## config.mk

```make
export PLATFORM = sky130hd
export DESIGN_NAME = mem_wb_pipe
export DESIGN_NICKNAME = d
export VERILOG_FILES = /design/src/rtl/mem_wb_pipe.sv
export SDC_FILE = /design/constraint.sdc
export NUM_CORES = 1
export LEC_CHECK = 0
export BUFFER_PORTS_ARGS = -buffer_cell sky130_fd_sc_hd__clkbuf_2
export CAP_MARGIN = 20
export CORE_ASPECT_RATIO = 0.8
export CORE_UTILIZATION = 46
export CTS_CLUSTER_SIZE = 24
export DETAILED_ROUTE_END_ITERATION = 7
export GPL_TIMING_DRIVEN = 0
export HOLD_SLACK_MARGIN = 0.06
export MAX_ROUTING_LAYER = met4
export PLACE_DENSITY_LB_ADDON = 0.05
export REMOVE_ABC_BUFFERS = 1
export SETUP_SLACK_MARGIN = 0.4
export SLEW_MARGIN = 20
export SYNTH_ARGS = -nofsm -noshare
export SYNTH_HDL_FRONTEND = slang
export SYNTH_SLANG_ARGS = --single-unit
```

## constraint.sdc

```tcl
create_clock -name clk -period 1.5 [get_ports clk]
set_input_delay 0.15 -clock clk [delete_from_list [all_inputs] [get_ports clk]]
set_output_delay 0.15 -clock clk [all_outputs]
set_load 0.02 [all_outputs]
```

## src/rtl/mem_wb_pipe.sv

```systemverilog
// MEM/WB pipeline register built as a two-entry skid buffer.
// in_ready is decoded from registered state only, so there is no out_ready -> in_ready path.
module mem_wb_pipe #(
    parameter int unsigned ADDR_W        = 5,
    parameter int unsigned DATA_W        = 32,
    parameter int unsigned ZERO_REG_KILL = 1
) (
    input  logic              clk,
    input  logic              rst_n,
    input  logic              flush,
    input  logic              in_valid,
    output logic              in_ready,
    input  logic [ADDR_W-1:0] w_reg_addr_in,
    input  logic [DATA_W-1:0] w_reg_data_in,
    input  logic              w_reg_en_in,
    output logic              out_valid,
    input  logic              out_ready,
    output logic [ADDR_W-1:0] w_reg_addr_out,
    output logic [DATA_W-1:0] w_reg_data_out,
    output logic              w_reg_en_out,
    output logic [1:0]        occupancy
);

    typedef enum logic [1:0] {StEmpty, StHalf, StFull} state_e;

    state_e            state_q, state_d;
    logic [ADDR_W-1:0] main_addr_q, main_addr_d, skid_addr_q, skid_addr_d;
    logic [DATA_W-1:0] main_data_q, main_data_d, skid_data_q, skid_data_d;
    logic              main_en_q, main_en_d, skid_en_q, skid_en_d;

    logic in_fire, out_fire, cap_en;

    // Writes to the zero register are neutralised at capture, not at the output.
    assign cap_en = w_reg_en_in &
                    ~((ZERO_REG_KILL != 0) && (w_reg_addr_in == '0));

    always_comb begin
        in_ready  = (state_q != StFull);
        out_valid = (state_q != StEmpty);
        unique case (state_q)
            StEmpty: occupancy = 2'd0;
            StHalf:  occupancy = 2'd1;
            StFull:  occupancy = 2'd2;
            default: occupancy = 2'd0;
        endcase
        w_reg_addr_out = main_addr_q;
        w_reg_data_out = main_data_q;
        w_reg_en_out   = main_en_q & out_valid;
    end

    assign in_fire  = in_valid & in_ready;
    assign out_fire = out_valid & out_ready;

    always_comb begin
        state_d     = state_q;
        main_addr_d = main_addr_q;
        main_data_d = main_data_q;
        main_en_d   = main_en_q;
        skid_addr_d = skid_addr_q;
        skid_data_d = skid_data_q;
        skid_en_d   = skid_en_q;
        if (flush) begin
            state_d = StEmpty;
        end else begin
            unique case (state_q)
                StEmpty: begin
                    if (in_fire) begin
                        main_addr_d = w_reg_addr_in;
                        main_data_d = w_reg_data_in;
                        main_en_d   = cap_en;
                        state_d     = StHalf;
                    end
                end
                StHalf: begin
                    if (in_fire && out_fire) begin
                        main_addr_d = w_reg_addr_in;
                        main_data_d = w_reg_data_in;
                        main_en_d   = cap_en;
                    end else if (in_fire) begin
                        skid_addr_d = w_reg_addr_in;
                        skid_data_d = w_reg_data_in;
                        skid_en_d   = cap_en;
                        state_d     = StFull;
                    end else if (out_fire) begin
                        state_d = StEmpty;
                    end
                end
                StFull: begin
                    if (out_fire) begin
                        main_addr_d = skid_addr_q;
                        main_data_d = skid_data_q;
                        main_en_d   = skid_en_q;
                        state_d     = StHalf;
                    end
                end
                default: state_d = StEmpty;
            endcase
        end
    end

    always_ff @(posedge clk or negedge rst_n) begin
        if (!rst_n) begin
            state_q     <= StEmpty;
            main_addr_q <= '0;
            main_data_q <= '0;
            main_en_q   <= 1'b0;
            skid_addr_q <= '0;
            skid_data_q <= '0;
            skid_en_q   <= 1'b0;
        end else begin
            state_q     <= state_d;
            main_addr_q <= main_addr_d;
            main_data_q <= main_data_d;
            main_en_q   <= main_en_d;
            skid_addr_q <= skid_addr_d;
            skid_data_q <= skid_data_d;
            skid_en_q   <= skid_en_d;
        end
    end

endmodule

```

# Yosys cells after proc, flatten, opt, wreduce, memory -nomap -nowiden
# Cells that the tools add are included.
[word_totals]
ff_bits = 78
latch_bits = 0
ram_bits = 0
rom_bits = 0
output_inout_bits = 42
mem_count = 0
[classes]
addsub = 0
multipliers = 0
div = 0
magnitude_cmp = 0
eq_ne = 10
n_shift = 0
muxes = 20
n_bitwise = 7
n_reduce_logical = 8
[op_table]
columns = ["operator", "count"]
rows = [
  ["$mux 32", 3],
  ["$pmux 32 s3", 1],
  ["$mux 5", 3],
  ["$pmux 5 s3", 1],
  ["$mux 2", 6],
  ["$ne 3x3->1 const B", 3],
  ["$ne 2x2->1 const B", 4],
  ["$reduce_and 4->1", 2],
  ["$pmux 2 s3", 1],
  ["$logic_not 5->1", 1],
  ["$reduce_and 5->1", 1],
  ["$and 1x1->1", 4],
  ["$ne 4x4->1 const B", 1],
  ["$pmux 2 s2", 1],
  ["$mux 1", 3],
  ["$not 1->1", 3],
  ["$pmux 1 s3", 1],
  ["$reduce_bool 3->1", 1],
  ["$eq 2x1->1 const B", 1],
  ["$eq 2x2->1 const B", 1],
  ["$logic_not 2->1", 1],
  ["$reduce_bool 2->1", 1],
  ["$logic_and 1x1->1", 1],
]

# Logic depth before layout (Yosys ltp)
# Gate-level depths: netlist (run 1).
[depth]
ltp_word = 7
ltp_mapped = 7

# Least setup slack after synthesis (run 1)
# No wires, ideal clock.
[synth_path]
path_kind = "reg-to-reg"
startpoint = "register state_q[0]"
endpoint = "register main_addr_q[3] (netlist: w_reg_addr_out[3])"
setup_time_ns = 0.127
arrival_ns = 1.713
required_time_ns = 1.373
setup_slack_ns = -0.340
stages_incl_launch_ff = 7
period_less_slack_ns = 1.840
path_cell_list = "dfrtp_1 > buf_4 > nand2b_2 > inv_2 > buf_2 > mux2_2 > mux2_1"
[synth_between]
elab_chain_len = 5
elab_cells_between_ends = 14
[synth_lines]
columns = ["element", "line", "source"]
rows = [
  ["start, declared", "26", "state_e state_q, state_d;"],
  ["start signal, assigned", "103", "state_q <= StEmpty;"],
  ["start signal, assigned", "111", "state_q <= state_d;"],
  ["$ne 2x2->1 (*)", "38", "in_ready = (state_q != StFull);"],
  ["named net in_ready", "12", "output logic in_ready,"],
  ["$and 1x1->1 (*)", "51", "assign in_fire = in_valid & in_ready;"],
  ["$logic_and 1x1->1", "75", "if (in_fire && out_fire) begin"],
  ["$ne 2x2->1 (no source line)", "-", ""],
  ["$reduce_and 5->1 (no source line) (*)", "-", ""],
  ["end signal, assigned", "112", "main_addr_q <= main_addr_d;"],
  ["end, declared", "27", "logic [ADDR_W-1:0] main_addr_q, main_addr_d, skid_addr_q, skid_addr_d;"],
]
# Mark *: on every way through the listed nets, which the timed path passes. The rest lies on a longest branch.
# A chain may end at the register's enable or synchronous reset.

# Worst setup path after layout (run 1)
[layout_path]
startpoint = "register state_q[1]"
endpoint = "register skid_addr_q[4]"
[layout_between]
elab_chain_len = 5
elab_cells_between_ends = 8
[layout_lines]
columns = ["element", "line", "source"]
rows = [
  ["$ne 2x2->1 or $reduce_bool 2->1 (tied branches)", "38, 39", ""],
  ["$and 1x1->1 (on tied branches)", "51, 52", ""],
  ["$logic_and 1x1->1", "75", ""],
  ["$not 1->1 (no source line)", "-", ""],
  ["$reduce_and 4->1 (no source line) (*)", "-", ""],
  ["end signal, assigned", "115", "skid_addr_q <= skid_addr_d;"],
  ["end, declared", "27", ""],
]
# Every way passes the cells marked *; elsewhere a longest branch is shown, timed or not.

==> results of run 1 <==
## cells in the mapped netlist
library cell / number / area [µm²]
a21oi_1: 2 / 10.0
a31oi_1: 1 / 6.26
and2_1: 1 / 6.26
buf_2: 7 / 35.0
buf_4: 2 / 15.0
buf_6: 4 / 45.0
dfrtp_1: 78 / 1950
inv_1: 1 / 3.75
inv_2: 1 / 3.75
mux2_1: 5 / 56.3
mux2_2: 99 / 1110
mux2_4: 8 / 120
mux2i_1: 1 / 10.0
nand2_1: 2 / 7.51
nand2b_2: 1 / 8.76
nand3_1: 1 / 5.00
nand4bb_1: 1 / 11.3
nor2_1: 2 / 7.51
nor2b_1: 2 / 12.5
nor3_1: 1 / 5.00
o21ba_2: 1 / 10.0
o311a_1: 1 / 10.0
o311ai_0: 1 / 8.76
o31a_1: 1 / 8.76
o31ai_2: 1 / 12.5
or2_2: 1 / 6.26
or3_1: 1 / 6.26
or3b_2: 1 / 8.76
## cell usage in the layout, fill, tap and decap left out, types with 2 or more instances in the layout
cell type,instances
clkbuf_2,78
mux2_2,77
dfrtp_1,76
dlygate4sd3_1,35
mux2_4,32
clkbuf_8,12
buf_6,12
buf_4,10
buf_12,7
buf_16,6
clkinv_2,4
mux2_1,3
nor2b_4,2
nor2_1,2
nand2_1,2
a21oi_1,2
clkbuf_16,2
dfrtp_2,2
## worst max path at each step
stage                     cells past startpoint  startpoint                  to  slack (ns)
final                                         7  state_q[1]      skid_addr_q[4]       -0.24
after floorplan                               3  state_q[1]   w_reg_addr_out[0]       -1.59
after global routing                          7  state_q[1]      skid_addr_q[4]       -0.27
after global placement                        3  state_q[1]  w_reg_data_out[26]       -2.70
after detailed placement                      4  state_q[0]   w_reg_addr_out[3]       -0.81
after CTS                                     5  state_q[1]   w_reg_data_out[0]       -0.24
## worst max-delay path, cell delays in order, from the launching register on
cell and delay, ns:
dfrtp_2 0.47, buf_6 0.14, buf_12 0.12, nor2b_4 0.14
nand3_4 0.15, buf_12 0.18, buf_16 0.13, mux2_4 0.29
## stage by stage
| step | instances | util, % |
|---|---|---|
| finish | 489 | 71.1 |
| global route | 489 | 71.1 |
| CTS | 482 | 68.4 |
| detailed placement | 409 | 55.1 |
| global placement | 404 | 53.6 |
| floorplan | 215 | - |
## state kept, by name, summed over array words and instances, names as in the netlist
| signal | count |
|---|---|
| skid_data_q | 32 |
| w_reg_data_out | 32 |
| main_en_q | 1 |
| state_q | 2 |
| skid_addr_q | 5 |
| w_reg_addr_out | 5 |
| skid_en_q | 1 |
## cells by family after synthesis
group           after synthesis  share of synthesized area (%)
mux                         113                           37.1
compound gates                8                           1.89
buf+inv                      15                           2.92
flops                        78                           55.7
simple gates                 14                           2.43
## routing by layer
metal  share of wire (%)  wire [µm]  GRT usage (%)  vias up
met5                   0          0              -        -
met4                 1.8        149           9.56        0
met3                 3.1        262           4.18       15
met2                  48       4040           35.5       58
met1                  47       3960           28.8     1222
li1                    -          -              -     1130
## area by class of cell
| class | instances | area (µm²) |
|---|---|---|
| tap | 105 | 131 |
| timing repair buffer | 153 | 1350 |
| sequential | 78 | 1950 |
| clock buffer | 10 | 138 |
| fill | 512 | 2140 |
| timing repair inverter | 1 | 11.3 |
| clock inverter | 5 | 50.0 |
| multi-input combinational | 135 | 1600 |
| inverter | 2 | 20.0 |
## what timing repair did
item | 4_1_cts | 5_1_grt
gates cloned | 6 | 2
pin swaps | 2 | 2
setup endpoints to repair | 83 | 117
resized for setup | 42 | 27
endpoints found under the hold margin | 73 | 0
buffers inserted | 17 | 5
hold buffers | 35 | 0
## power groups by stage
| stage | registers, mW | logic (mW) | clock network [mW] |
|---|---|---|---|
| floorplan | 3.10 | 0.647 | 0 |
| global placement | 2.86 | 1.32 | 0 |
| detailed placement | 2.89 | 1.37 | 0 |
| CTS | 2.85 | 1.61 | 1.59 |
| global route | 2.93 | 1.82 | 1.68 |
| finish | 2.87 | 1.70 | 1.54 |
==> results_dict.tcl, run 1 <==
set metrics [dict create \
    synth-seq-cells 78 \
    reg2reg_slack_ns -0.24 \
    insertion_delay_ns 0.35 \
    rsz0062_at_grt "true" \
    power.density_nw_per_um2 1160 \
    period_needed_ns 1.74 \
    layout.nets 423 \
    io_pins 85 \
    violations "negative setup slack" \
    r2r_end "skid_addr_q[4]" \
    crit_arrival_ns 1.97 \
    finalWirelength_um 8410 \
    worst_slew_pin_slew_ns 0.528 \
    routedWlPerCell_um 17.2 \
    final_area_um2 5250 \
    die_h_um 80.1 \
    crit_type "flip-flop to flip-flop" \
    drv_slew 0 \
    antenna_found_initial 0 \
    dieArea_um2 7980 \
    hpwlAfterDp_um 4410 \
    area_delta_synth_final_pct 49.8 \
    root_buffer "clkbuf_8" \
    grt_max_degree 41 \
    grtUsageTotal_pct 22.5 \
    power.switching_mw 1.74 \
    r2r_cells 7 \
    p_leak_nw 2.49 \
    status "complete, but fails checks" \
    synth_seq_area_share_pct 55.7 \
    htree_num_levels 3 \
    slew_headroom_pct 64.8 \
    ir_worst_vdd_mv 0.650 \
    drc 0 \
    viasPerCell 4.96 \
    drive_gt1_share_pct 66.7 \
    clockBufferDepth 2 \
    first_pass_iters 4 \
    fin_ws_ns -0.237 \
    cp-start-kind "flip-flop" \
    hp-start "w_reg_data_in[17]" \
    numClockSinks 78 \
    synth_warnings 0 \
    syn_avg_cell_area_um2 15.4 \
    cp_max_fo 5 \
    cp.required_ns 1.73 \
    r2r_start "state_q[1]" \
    cp-end-kind "flip-flop" \
    num_rows 28 \
    dp_slack_ns -0.808 \
    cts_tree "built" \
    power.total_mw 6.11 \
    swShare_pct 28.6 \
    port_buffers 84 \
    path_clk_slew_ns 0.08 \
    p_seq_share_pct 46.9 \
    clkPwrFrac_pct 25.3 \
    grt_pass1_wl_um 12900 \
    coreArea_um2 7390 \
    netlist_instances 228 \
    setup_tns_ns -14.88 \
    initial_core_util_pct 47.4 \
    max-cap-violations 0 \
    ys_types 28 \
    chipWidth_um 99.6 \
    holdPathEnd "skid_data_q[17]" \
    gr-total-overflow 0 \
    hold_viol_final 0 \
    first_iter_violations 69 \
    routabilityCongestion 0.679 \
    cts_made_buffers 9 \
    hold_path_depth 2 \
    place_area_um2 4070 \
    whs_ns 0.0739 \
    diodes 0 \
    cell_internal_pwr_mw 4.36 \
    fmax_ghz 0.576 \
    fin_worst_skew_ns 0.00758 \
    comb_power_share_pct 27.8 \
    min_path_type "input pin to flip-flop" \
    grt_pass1_vias 2462 \
    syn_area_um2 3510 \
    vias 2425 \
    setup_viol 80 \
    postRouteAntennaNets 0 \
    period_share_pct 116 \
]
No activity file was read; power rests on OpenSTA's default activity.
==> run 2: changes to the inputs <==
--- a/config.mk
+++ b/config.mk
@@ -15,7 +15,6 @@
 export HOLD_SLACK_MARGIN = 0.06
 export MAX_ROUTING_LAYER = met4
 export PLACE_DENSITY_LB_ADDON = 0.05
-export REMOVE_ABC_BUFFERS = 1
 export SETUP_SLACK_MARGIN = 0.4
 export SLEW_MARGIN = 20
 export SYNTH_ARGS = -nofsm -noshare
==> run 2 against run 1 <==
Against the previous run:
- the flow still finishes with violations (negative setup slack)
- combinational power is 15% higher
- global-route usage shrank 1.7 points
- non-clock buffer count increased by 16
- wire length up 3.4%
- critical path depth unchanged
- power increased by 11%
- largest cell class unchanged
==> results_dict.tcl, run 2 (synthesis gave the netlist of run 1 again) <==
set metrics [dict create \
    status "complete, but fails checks" \
    violations "negative setup slack" \
    initial_core_util_pct 47.4 \
    layout.nets 438 \
    root_buffer "clkbuf_8" \
    chipWidth_um 99.6 \
    grt_max_degree 51 \
    p_leak_nw 2.84 \
    power.total_mw 6.78 \
    cp_cell_sequence "buf_6 -> nand2b_4 -> inv_6 -> buf_12 -> buf_12 -> mux2_2 -> mux2_4" \
    crit_family "multiplexers" \
    grt_pass1_wl_um 12300 \
    period_needed_ns 1.72 \
    hold_viol_final 0 \
    port_buffers 84 \
    viasPerCell 4.97 \
    rsz0062_at_grt "true" \
    first_pass_iters 4 \
    numClockSinks 78 \
    routabilityCongestion 0.749 \
    layout_common_cells "86 x mux2_4, 77 x dfrtp_1, 76 x clkbuf_2" \
    critPathMaxStageDelay_ns 0.38 \
    die_h_um 80.1 \
    min_path_type "input pin to flip-flop" \
    finalWirelength_um 8690 \
    io_pins 85 \
    hpwlAfterDp_um 4450 \
    drive_gt1_share_pct 68.2 \
    crit_arrival_ns 1.95 \
    num_rows 28 \
    period_share_pct 115 \
    dp.cells 418 \
    fin_ws_ns -0.219 \
    cts_made_buffers 9 \
    cp.required_ns 1.73 \
    crit_buf_inv 4 \
    first_iter_violations 65 \
    fin_util_pct 77.0 \
    fmax_ghz 0.582 \
    gr-total-overflow 0 \
    dp_slack_ns -0.291 \
    dieArea_um2 7980 \
    drv_slew 0 \
    mostFrequentLayoutCell "mux2_4" \
    finish.cell_count_without_fillers 504 \
    power.density_nw_per_um2 1190 \
    ir_worst_vdd_mv 0.794 \
    vias 2506 \
    drc 0 \
    antenna_found_initial 0 \
    area_delta_synth_final_pct 62.4 \
    htree_num_levels 3 \
    insertion_delay_ns 0.35 \
    worst_slew_pin_slew_ns 0.454 \
    cp-end-kind "flip-flop" \
    clockBufferDepth 2 \
    grt_pass1_vias 2450 \
    grtUsageTotal_pct 20.8 \
    fin_worst_skew_ns 0.00996 \
    coreArea_um2 7390 \
    diodes 0 \
    fill_cells 453 \
    cp_max_fo 8 \
    critical_path.most_common_cell "buf_12" \
    crit_type "flip-flop to flip-flop" \
    max-cap-violations 0 \
    path_clk_slew_ns 0.08 \
    postRouteAntennaNets 0 \
    slew_headroom_pct 69.7 \
    synth_nets 271 \
    cts_tree "built" \
    slowest_stage "dfrtp_1" \
    setup_viol 80 \
    routedWlPerCell_um 17.2 \
    cp-start-kind "flip-flop" \
]
==> run 2: cell count changes in the layout (fill, tap and decap cells not counted), moves of 3 or more <==
cell	before	now
buf_16	6	2
clkinv_2	4	1
mux2_2	77	26
buf_12	7	10
mux2_1	3	0
clkbuf_16	2	6
buf_6	12	16
buf_8	1	7
mux2_4	32	86
==> run 2: power by group <==
group	internal [mW]	switching, mW	total, mW
sequential	2.61	0.295	2.91
combinational	1.19	0.776	1.96
clock	1.14	0.767	1.91
==> run 2: final cells by class <==
class,instances,area (µm²),area share (%)
Inverter,2,12.5,0.220
Tap cell,105,131,2.31
Buffer,13,228,4.00
Multi-Input combinational cell,135,1810,31.8
Clock inverter,4,95.1,1.67
Sequential cell,78,1950,34.3
Timing Repair Buffer,156,1320,23.2
Clock buffer,11,141,2.48
==> run 2: metal layers <==
metal  up-vias  GRT usage (%)  part of all wire [%]
met5         -              -                     0
met4         0           4.41                   1.4
met3        12           5.92                   3.6
met2        59           34.0                    48
met1      1280           26.1                    48
li1       1155              -                     -
==> run 2: worst paths after layout <==
check,start,end,slack (ns),depth (start not counted)
setup / recovery,state_q[0],w_reg_data_out[2],-0.22,7
hold / removal,w_reg_en_in,main_en_q,0.09,3
setup reg to reg,state_q[0],w_reg_data_out[2],-0.22,7
hold reg to reg,w_reg_data_out[9],w_reg_data_out[9],0.51,1
max in group asynchronous,rst_n,state_q[1],0.57,3
min in group asynchronous,rst_n,w_reg_addr_out[3],0.30,2
==> run 2: per-stage QoR <==
step	setup TNS, ns	hold WS, ns	area [µm²]
2_1_floorplan	-4.31	-0.146	3600
3_3_place_gp	-51.10	0.396	4150
3_5_place_dp	-7.62	0.156	4180
4_1_cts	-7.02	0.0607	5170
5_1_grt	-15.16	0.0729	5690
6_report	-11.00	0.0853	5690
==> run 2: worst register-to-register path: cells and delay by family (launching register included) <==
kind,cells,cell delay (ns)
buf+inv,4,0.46
simple gates,1,0.16
mux,2,0.60
flops,1,0.38
==> run 2: what timing repair did <==
| action | CTS | global route |
|---|---|---|
| setup buffers | 18 | 8 |
| endpoints found under the hold margin | 60 | 4 |
| endpoints found under the setup margin | 83 | 85 |
| hold buffers | 33 | 4 |
| gates resized for setup | 61 | 79 |
| pin swaps | 4 | 4 |
| gates cloned | 2 | 6 |
